**src/rtl/mem_slot_scheduler_pkg.sv**
```systemverilog
// mac_mem_pkg: shared types and constants for the SDRAM slot scheduler.
//   owner_t      : owner of one 8-clock memory cycle
//   SLOT_*       : positions in the fixed 4-slot rotation
//   STAGE_*      : bus stage numbers with a fixed meaning
//   rr_next      : successor in the three-way dio -> int -> ext rotation
package mac_mem_pkg;

    typedef enum logic [2:0] {
        IDLE  = 3'd0,
        CPU   = 3'd1,
        VIDEO = 3'd2,
        DISK  = 3'd3,
        DIO   = 3'd4
    } owner_t;

    localparam logic [1:0] SLOT_CPU0   = 2'd0;
    localparam logic [1:0] SLOT_VIDEO  = 2'd1;
    localparam logic [1:0] SLOT_CPU1   = 2'd2;
    localparam logic [1:0] SLOT_SHARED = 2'd3;

    localparam logic [2:0] STAGE_SYNC  = 3'd0;
    localparam logic [2:0] STAGE_MID   = 3'd4;
    localparam logic [2:0] STAGE_LATCH = 3'd7;

    // Requester index 0 = dio, 1 = internal floppy, 2 = external floppy.
    function automatic logic [1:0] rr_next(input logic [1:0] idx);
        return (idx >= 2'd2) ? 2'd0 : idx + 2'd1;
    endfunction

endpackage

```
**src/rtl/mem_slot_scheduler_if.sv**
```systemverilog
// Bundle of requests in and stage/strobe/ownership outputs of the scheduler.
//   master : requester side (CPU glue, video, floppy DMA, download writer)
//   slave  : scheduler side
interface mem_slot_scheduler_if;
    logic       turbo;
    logic       video_req;
    logic [1:0] dsk_req;
    logic       dio_req;
    logic [2:0] stage;
    logic [1:0] slot;
    logic       cep;
    logic       cen;
    logic       cel;
    logic       cepix;
    logic       cpu_bus;
    logic       video_bus;
    logic       dsk_bus;
    logic       dio_bus;
    logic       dsk_sel;
    logic [1:0] dsk_done;
    logic       dio_done;

    modport master (
        output turbo, video_req, dsk_req, dio_req,
        input  stage, slot, cep, cen, cel, cepix,
        input  cpu_bus, video_bus, dsk_bus, dio_bus, dsk_sel, dsk_done, dio_done
    );

    modport slave (
        input  turbo, video_req, dsk_req, dio_req,
        output stage, slot, cep, cen, cel, cepix,
        output cpu_bus, video_bus, dsk_bus, dio_bus, dsk_sel, dsk_done, dio_done
    );
endinterface

```
**src/rtl/mem_slot_scheduler_shared_slot_rr.sv**
```systemverilog
// shared_slot_rr: picks the owner of the shared slot (slot 3) and keeps the
// round-robin pointer.
//   clk_sys, reset : clock, synchronous active-high reset
//   commit_i       : decision edge for a shared slot; pointer advances here
//   turbo_i        : an unclaimed shared slot goes to the CPU instead of idle
//   dio_req_i      : download writer request
//   dsk_req_i      : floppy DMA requests, [0] internal, [1] external
//   owner_o        : proposed owner for the shared slot
//   drive_o        : floppy that gets the slot when owner_o is DISK
module shared_slot_rr
    import mac_mem_pkg::*;
#(
    parameter bit DIO_PRIORITY = 1'b1
) (
    input  logic       clk_sys,
    input  logic       reset,
    input  logic       commit_i,
    input  logic       turbo_i,
    input  logic       dio_req_i,
    input  logic [1:0] dsk_req_i,
    output owner_t     owner_o,
    output logic       drive_o
);

    // ptr_q is the requester to look at first: with DIO_PRIORITY only bit 0
    // is used (preferred drive), otherwise it indexes dio/int/ext.
    logic [1:0] ptr_q, ptr_d;
    logic [3:0] req4;
    logic [1:0] cand;
    logic [1:0] grant;
    logic       found;

    assign req4 = {1'b0, dsk_req_i, dio_req_i};

    always_comb begin
        owner_o = turbo_i ? CPU : IDLE;
        drive_o = 1'b0;
        ptr_d   = ptr_q;
        cand    = ptr_q;
        grant   = 2'd0;
        found   = 1'b0;
        if (DIO_PRIORITY) begin
            if (dio_req_i) begin
                owner_o = DIO;
            end else if (dsk_req_i != 2'b00) begin
                owner_o = DISK;
                drive_o = (dsk_req_i == 2'b11) ? ptr_q[0] : dsk_req_i[1];
                ptr_d   = {1'b0, ~drive_o};
            end
        end else begin
            for (int i = 0; i < 3; i++) begin
                if (!found && req4[cand]) begin
                    found = 1'b1;
                    grant = cand;
                end
                cand = rr_next(cand);
            end
            if (found) begin
                owner_o = (grant == 2'd0) ? DIO : DISK;
                drive_o = (grant == 2'd2);
                ptr_d   = rr_next(grant);
            end
        end
    end

    always_ff @(posedge clk_sys) begin
        if (reset) begin
            ptr_q <= 2'd0;
        end else if (commit_i) begin
            ptr_q <= ptr_d;
        end
    end

endmodule

```
**src/rtl/mem_slot_scheduler.sv**
```systemverilog
// mem_slot_scheduler: time-division owner of the single SDRAM port.
// Runs the 8-phase bus stage counter, the 4-slot rotation and decides at
// stage 7 who owns the next 8-clock memory cycle.
//   clk_sys, reset : clock, synchronous active-high reset
//   bus (slave)    : requests in; stage, slot, strobes, one-hot owner,
//                    dsk_sel and done pulses out
//
// stage | meaning
// 0     | cycle start, new owner valid, cep
// 4     | mid-cycle, cen
// 7     | cel, done pulse for dio/disk owner, next-owner decision
module mem_slot_scheduler
    import mac_mem_pkg::*;
#(
    parameter bit DIO_PRIORITY = 1'b1
) (
    input  logic                 clk_sys,
    input  logic                 reset,
    mem_slot_scheduler_if.slave  bus
);

    logic [2:0] stage_q, stage_d;
    logic [1:0] slot_q, slot_d;
    owner_t     owner_q, owner_d;
    logic       dsk_sel_q, dsk_sel_d;
    logic       decide;
    logic       run;
    logic [1:0] next_slot;
    owner_t     rr_owner;
    logic       rr_drive;

    assign decide    = (stage_q == STAGE_LATCH);
    assign next_slot = slot_q + 2'd1;
    assign run       = !reset;

    shared_slot_rr #(.DIO_PRIORITY(DIO_PRIORITY)) u_shared_slot_rr (
        .clk_sys   (clk_sys),
        .reset     (reset),
        .commit_i  (decide && (next_slot == SLOT_SHARED)),
        .turbo_i   (bus.turbo),
        .dio_req_i (bus.dio_req),
        .dsk_req_i (bus.dsk_req),
        .owner_o   (rr_owner),
        .drive_o   (rr_drive)
    );

    always_comb begin
        stage_d   = stage_q + 3'd1;
        slot_d    = slot_q;
        owner_d   = owner_q;
        dsk_sel_d = dsk_sel_q;
        if (decide) begin
            slot_d = next_slot;
            case (next_slot)
                SLOT_VIDEO:  owner_d = (bus.video_req || !bus.turbo) ? VIDEO : CPU;
                SLOT_SHARED: begin
                    owner_d = rr_owner;
                    if (rr_owner == DISK) dsk_sel_d = rr_drive;
                end
                default:     owner_d = CPU;
            endcase
        end
    end

    // Slot 0 is unconditionally CPU, so reset preloads that owner; the
    // outputs are masked while reset is held, which makes the first clock
    // after release show cpu_bus without an extra decision.
    always_ff @(posedge clk_sys) begin
        if (reset) begin
            stage_q   <= STAGE_SYNC;
            slot_q    <= SLOT_CPU0;
            owner_q   <= CPU;
            dsk_sel_q <= 1'b0;
        end else begin
            stage_q   <= stage_d;
            slot_q    <= slot_d;
            owner_q   <= owner_d;
            dsk_sel_q <= dsk_sel_d;
        end
    end

    assign bus.stage     = stage_q;
    assign bus.slot      = slot_q;
    assign bus.cep       = run && (stage_q == STAGE_SYNC);
    assign bus.cen       = run && (stage_q == STAGE_MID);
    assign bus.cel       = run && (stage_q == STAGE_LATCH);
    assign bus.cepix     = run && (stage_q[1:0] == 2'b00);
    assign bus.cpu_bus   = run && (owner_q == CPU);
    assign bus.video_bus = run && (owner_q == VIDEO);
    assign bus.dsk_bus   = run && (owner_q == DISK);
    assign bus.dio_bus   = run && (owner_q == DIO);
    assign bus.dsk_sel   = dsk_sel_q;
    assign bus.dsk_done  = {2{run && decide && (owner_q == DISK)}} & {dsk_sel_q, ~dsk_sel_q};
    assign bus.dio_done  = run && decide && (owner_q == DIO);

endmodule

```
**src/flat_wrapper.sv**
```systemverilog
// flat-port wrapper written by rule: the top's interface ports become plain ports
module mem_slot_scheduler_flat import mac_mem_pkg::*;
#(
    parameter bit DIO_PRIORITY = 1'b1
)
  (clk_sys, reset, bus_turbo, bus_video_req, bus_dsk_req, bus_dio_req, bus_stage, bus_slot, bus_cep, bus_cen, bus_cel, bus_cepix, bus_cpu_bus, bus_video_bus, bus_dsk_bus, bus_dio_bus, bus_dsk_sel, bus_dsk_done, bus_dio_done);
  mem_slot_scheduler_if bus_i ();
  input  logic clk_sys;
  input  logic reset;
  input wire logic [$bits(bus_i.turbo)-1:0] bus_turbo;
  input wire logic [$bits(bus_i.video_req)-1:0] bus_video_req;
  input wire logic [$bits(bus_i.dsk_req)-1:0] bus_dsk_req;
  input wire logic [$bits(bus_i.dio_req)-1:0] bus_dio_req;
  output wire logic [$bits(bus_i.stage)-1:0] bus_stage;
  output wire logic [$bits(bus_i.slot)-1:0] bus_slot;
  output wire logic [$bits(bus_i.cep)-1:0] bus_cep;
  output wire logic [$bits(bus_i.cen)-1:0] bus_cen;
  output wire logic [$bits(bus_i.cel)-1:0] bus_cel;
  output wire logic [$bits(bus_i.cepix)-1:0] bus_cepix;
  output wire logic [$bits(bus_i.cpu_bus)-1:0] bus_cpu_bus;
  output wire logic [$bits(bus_i.video_bus)-1:0] bus_video_bus;
  output wire logic [$bits(bus_i.dsk_bus)-1:0] bus_dsk_bus;
  output wire logic [$bits(bus_i.dio_bus)-1:0] bus_dio_bus;
  output wire logic [$bits(bus_i.dsk_sel)-1:0] bus_dsk_sel;
  output wire logic [$bits(bus_i.dsk_done)-1:0] bus_dsk_done;
  output wire logic [$bits(bus_i.dio_done)-1:0] bus_dio_done;
  assign bus_i.turbo = bus_turbo;
  assign bus_i.video_req = bus_video_req;
  assign bus_i.dsk_req = bus_dsk_req;
  assign bus_i.dio_req = bus_dio_req;
  assign bus_stage = bus_i.stage;
  assign bus_slot = bus_i.slot;
  assign bus_cep = bus_i.cep;
  assign bus_cen = bus_i.cen;
  assign bus_cel = bus_i.cel;
  assign bus_cepix = bus_i.cepix;
  assign bus_cpu_bus = bus_i.cpu_bus;
  assign bus_video_bus = bus_i.video_bus;
  assign bus_dsk_bus = bus_i.dsk_bus;
  assign bus_dio_bus = bus_i.dio_bus;
  assign bus_dsk_sel = bus_i.dsk_sel;
  assign bus_dsk_done = bus_i.dsk_done;
  assign bus_dio_done = bus_i.dio_done;
  mem_slot_scheduler #(.DIO_PRIORITY(DIO_PRIORITY)) u_core (.clk_sys(clk_sys), .reset(reset), .bus(bus_i));
endmodule
```
**config.mk**
```make
export PLATFORM = sky130hd
export DESIGN_NAME = mem_slot_scheduler_flat
export DESIGN_NICKNAME = d
export VERILOG_FILES = /design/src/rtl/mem_slot_scheduler_pkg.sv /design/src/rtl/mem_slot_scheduler_if.sv /design/src/rtl/mem_slot_scheduler_shared_slot_rr.sv /design/src/rtl/mem_slot_scheduler.sv /design/src/flat_wrapper.sv
export SDC_FILE = /design/constraint.sdc
export NUM_CORES = 1
export LEC_CHECK = 0
export BUFFER_PORTS_ARGS = -buffer_cell sky130_fd_sc_hd__buf_2
export CAP_MARGIN = 25
export CORE_AREA = 2 2 39 41
export CTS_CLUSTER_SIZE = 16
export DETAILED_ROUTE_END_ITERATION = 8
export DIE_AREA = 0 0 41 43
export PLACE_DENSITY = 0.72
export SLEW_MARGIN = 20
export SYNTH_ARGS = -nofsm -noshare
export SYNTH_HDL_FRONTEND = slang
export SYNTH_SLANG_ARGS = --single-unit
```
**constraint.sdc**
```tcl
create_clock -name clk_sys -period 1.65 [get_ports clk_sys]
set_input_delay 0.165 -clock clk_sys [delete_from_list [all_inputs] [get_ports clk_sys]]
set_output_delay 0.165 -clock clk_sys [all_outputs]
set_load 0.03 [all_outputs]
```
Word-level counts from Yosys, hierarchy flattened --
Cells that the tools add are included.
Cells by class: add/sub/neg operators 2, eq/ne operators 10, mux-type cells 8, bitwise gates (word level) 4, reduce and logical (&&, ||, !) cells 19
Operators by type and width (number):
- logical AND 1 bit | 11
- == test 3 x 2 -> 1 bit, second input constant | 3
- == test 3 bit, second input constant | 3
- 2-to-1 mux 3 bit | 2
- case mux 3 bit (2 select lines) | 1
- AND reduction 3 bit | 2
- == test 2 bit, second input constant | 2
- 2-to-1 mux 1 bit | 4
- adder 3 x 1 -> 3 bit, second input constant | 1
- == test 3 x 1 -> 1 bit, second input constant | 1
- zero test 3 bit | 1
- inverter 1 bit | 3
- adder 2 x 1 -> 2 bit, second input constant | 1
- AND 2 bit | 1
- == test 2 x 1 -> 1 bit, second input constant | 1
- zero test 1 bit | 2
- zero test 2 bit | 1
- 2-to-1 mux 2 bit | 1
- nonzero test 2 bit | 1
- logical OR 1 bit | 1
Storage, ports and cells: flip-flop bits (word level) 10, bits of input ports 7, output and inout port bits 17, logic and storage cells 48

Longest topological paths before layout --
word-level depth 5, depth in mapped cells 5

Cells and area by module --
From an unflattened synthesis, not the netlist that was laid out.
Unflattened totals: cell total of the unflattened synthesis 71, area, all modules 645.6 µm²
Modules (own cells, without submodules):
- mem_slot_scheduler | instances 1, cells each 59, area an instance 556.8 µm², sequential area each 180.2 µm²
- shared_slot_rr | instances 1, cells each 12, area an instance 88.8 µm², sequential area each 20.0 µm²

Worst setup path after synthesis --
No wires, ideal clock.
path type register -> register, start register u_core.stage_q[0] (netlist: u_core.bus.stage[0]), end register u_core.owner_q[0], setup time 0.154 ns, arrival 1.706 ns, required time 1.496 ns, path slack -0.210 ns, stages on the path, launching flop included 6, buffers on the path 1, cell sequence dfxtp_1 -> ha_1 -> ha_1 -> buf_2 -> nor2b_1 -> a31oi_1
Between the ends: longest elaborated chain between the ends 1
Ends and longest elaborated chain:
- from (decl) | RTL line mem_slot_scheduler.sv:22 | logic [2:0] stage_q, stage_d;
- from (signal assigned) | RTL line mem_slot_scheduler.sv:75 | stage_q <= stage_d;
- == test 3 bit | RTL line mem_slot_scheduler.sv:32 | assign decide = (stage_q == STAGE_LATCH);
- to (signal assigned) | RTL line mem_slot_scheduler.sv:77 | owner_q <= owner_d;
- to (decl) | RTL line mem_slot_scheduler.sv:24 | owner_t owner_q, owner_d;
No other way between the ends. A chain may end at the register's enable or synchronous reset.

Worst setup path in the final report --
start register u_core.stage_q[0] (netlist: u_core.bus.stage[0]), end output bus_cel
Between the ends: longest elaborated chain between the ends 2
Ends and longest elaborated chain:
- == test 3 bit | RTL line mem_slot_scheduler.sv:86 | assign bus.cel = run && (stage_q == STAGE_LATCH);
- logical AND 1 bit | RTL line mem_slot_scheduler.sv:86
- to (decl) | RTL line flat_wrapper.sv:18 | output wire logic [$bits(bus_i.cel)-1:0] bus_cel;
No other way between the ends.

==> reports/metrics.yaml <==
hold_path:
  hold_class: "input port to flip-flop"
critical_path:
  cp_cell_sequence: "ha_1, ha_4, nor2b_2, clkbuf_4"
  crit_type: "flip-flop to output port"
  crit_fanout: 10
  cp.required_ns: 1.48
  crit_family: "adder cells"
  cpPeakStageDelay_ns: 0.34
  crit_path_end_kind: "output port"
  cp-start-kind: "flip-flop"
  cp_slowest_cell: "dfxtp_2"
  crit_arrival_ns: 1.36
  crit_buf_inv: 1
sta:
  slew_viol_final: 0
  worst_pin_slew_ns: 0.346
  finalSetupViolCount: 0
  finalCritPeriodShare: 0.927
  setup_tns_ns: 0
  maxSlewHeadroom: 0.767
  max_freq_ghz: 0.654
  fin_skew_ns: 0.00303
  finalHoldViolations: 0
  rsz0062_at_grt: "false"
  finalCriticalPeriod_ns: 1.53
clock_network:
  cts_tree: "done"
  clockRootBuffer: "clkbuf_4"
  cts_made_buffers: 3
  cts_buffer_depth: 2
  cts.reportedPaths.clkPinSlew_ns: 0.07
  cts_sinks: 10
  insertion_delay_ns: 0.27
  post_cts_resized: 1
  htreeDepth: 1
  postCtsSetupRepairBufs: 0
  cts_hold_buf: 0
logic_synthesis:
  ys.flop_type: "dfxtp_1"
  ys_ff_latch: 10
  ys_seq_area_frac: 0.360
  postSynthCellCount: 62
  syn_area_per_cell_um2: 8.98
  async_reset_ff_frac: 0
  synth_cell_type_count: 25
  synth_area_um2: 557
  ys_warn_count: 0
  synth-edff-count: 0
  syn_nets: 74
routing:
  routed_wl_mm: 1.14
  drcViolationCount: 0
  firstDrtPassIters: 4
  routedWlPerCell_um: 10.9
  via_count: 508
  viasPerCell: 4.88
  postRouteAntennaNets: 0
  drt_iter0_drc: 4
floorplanning:
  die-area_um2: 1760
  num_rows: 14
  die_h_um: 43
  core_area_um2: 1380
  dieWidth_um: 41
  ios: 24
  start_util: 0.402
grt:
  grt_pass1_vias: 457
  grt_max_degree: 15
  grt_first_pass_wirelength_mm: 1.77
  antenna_found_initial: 0
  track_usage: 0.150
  met1_usage: 0.149
  overflow: 0
  use_met2: 0.253
  busiest_layer: "met2"
  met3_usage: 0.0314
cells_and_area:
  most-common-layout-cells: "buf_2 (22), dfxtp_1 (9), nor2_1 (6), inv_1 (5)"
  ff_latch_area_um2: 201
  area_growth_syn_to_layout_pct: 34.6
  n_antenna_cell: 0
  final_cell_count_no_fill: 104
  fin_nets: 101
  drive_gt1_frac: 0.432
  final_common_cell: "buf_2"
  design_area_um2: 749
  nFillCells: 132
  multi_input_area_um2: 348
power:
  p_per_area_nw_per_um2: 751
  ir_drop_v: 0.000600
  p_leak_nw: 0.359
  fin_total_pwr_w: 0.000563
placed_design:
  gp_congestion: 0.685
  place_inst: 100
  hpwlAfterDp_um: 900
  port_buffers: 23
  placed_area_um2: 697
job:
  drv_cap: 0
run_status:
  status: "complete, no violations"
==> layer usage <==
layer / vias to the layer above / part of all wire
met4: 0 / 0.012
met1: 225 / 0.42
met5: - / 0
met3: 2 / 0.064
met2: 18 / 0.51
li1: 263 / -
==> final timing paths <==
check | from | to | slack [ns] | cells after the start
max | u_core.bus.stage[0] | bus_cel | 0.12 | 4
min reg2reg | u_core.bus.stage[0] | u_core.bus.stage[0] | 0.44 | 1
max reg2reg | u_core.bus.stage[1] | u_core.u_shared_slot_rr.cand[0] | 0.28 | 5
min | bus_dsk_req[1] | u_core.u_shared_slot_rr.cand[0] | 0.15 | 2
==> synthesized netlist by cell type (2+ instances only) <==
cell type / n / area [µm²]
and3_1: 2 / 12.5
nor2b_1: 6 / 37.5
nor2_1: 6 / 22.5
and2_1: 2 / 12.5
dfxtp_1: 10 / 200
buf_2: 2 / 10.0
a31oi_1: 2 / 12.5
inv_1: 5 / 18.8
nand2b_1: 3 / 18.8
nand3_1: 2 / 10.0
a21oi_1: 3 / 15.0
ha_1: 5 / 62.6
nand2_1: 2 / 7.51
==> power breakdown <==
group,internal (W),switching (W)
Sequential,0.000248,0.00000656
Clock,0.000134,0.0000931
Combinational,0.0000290,0.0000523
Total,0.000411,0.000152
==> cells by family (layout without fill, tap and decap cells) <==
| kind of cell | count (synthesis) | in the layout | share of synthesized area |
|---|---|---|---|
| buf+inv | 7 | 33 | 0.0517 |
| simple gates | 27 | 27 | 0.288 |
| fa+ha+maj | 5 | 5 | 0.112 |
| flops | 10 | 10 | 0.360 |
| mux | 2 | 2 | 0.0382 |
| compound gates | 10 | 10 | 0.135 |
| xor+xnor | 1 | 1 | 0.0157 |
==> final cells by class <==
type                            instances  share of cell area
Sequential cell                        10               0.269
Multi-Input combinational cell         45               0.464
Tap cell                               16              0.0267
Inverter                                5              0.0250
Timing Repair Buffer                   24               0.167
Clock buffer                            4              0.0484
==> stage by stage <==
step                       util  hold slack, ns  worst slack (ns)
after floorplan               -           0.286           -0.0253
after global placement    0.504           0.422             0.225
after detailed placement  0.504           0.440             0.165
after CTS                 0.532           0.150            0.0280
after global routing      0.542           0.148            0.0277
final                     0.542           0.155             0.120
==> flip-flops by register name, indices dropped and copies added (netlist names) <==
| signal | flops |
|---|---|
| u_core.owner_q | 3 |
| u_core.bus.dsk_sel | 1 |
| u_core.bus.slot | 2 |
| u_core.u_shared_slot_rr.cand | 1 |
| u_core.bus.stage | 3 |
Note: power is estimated with default switching activity, not from simulation.
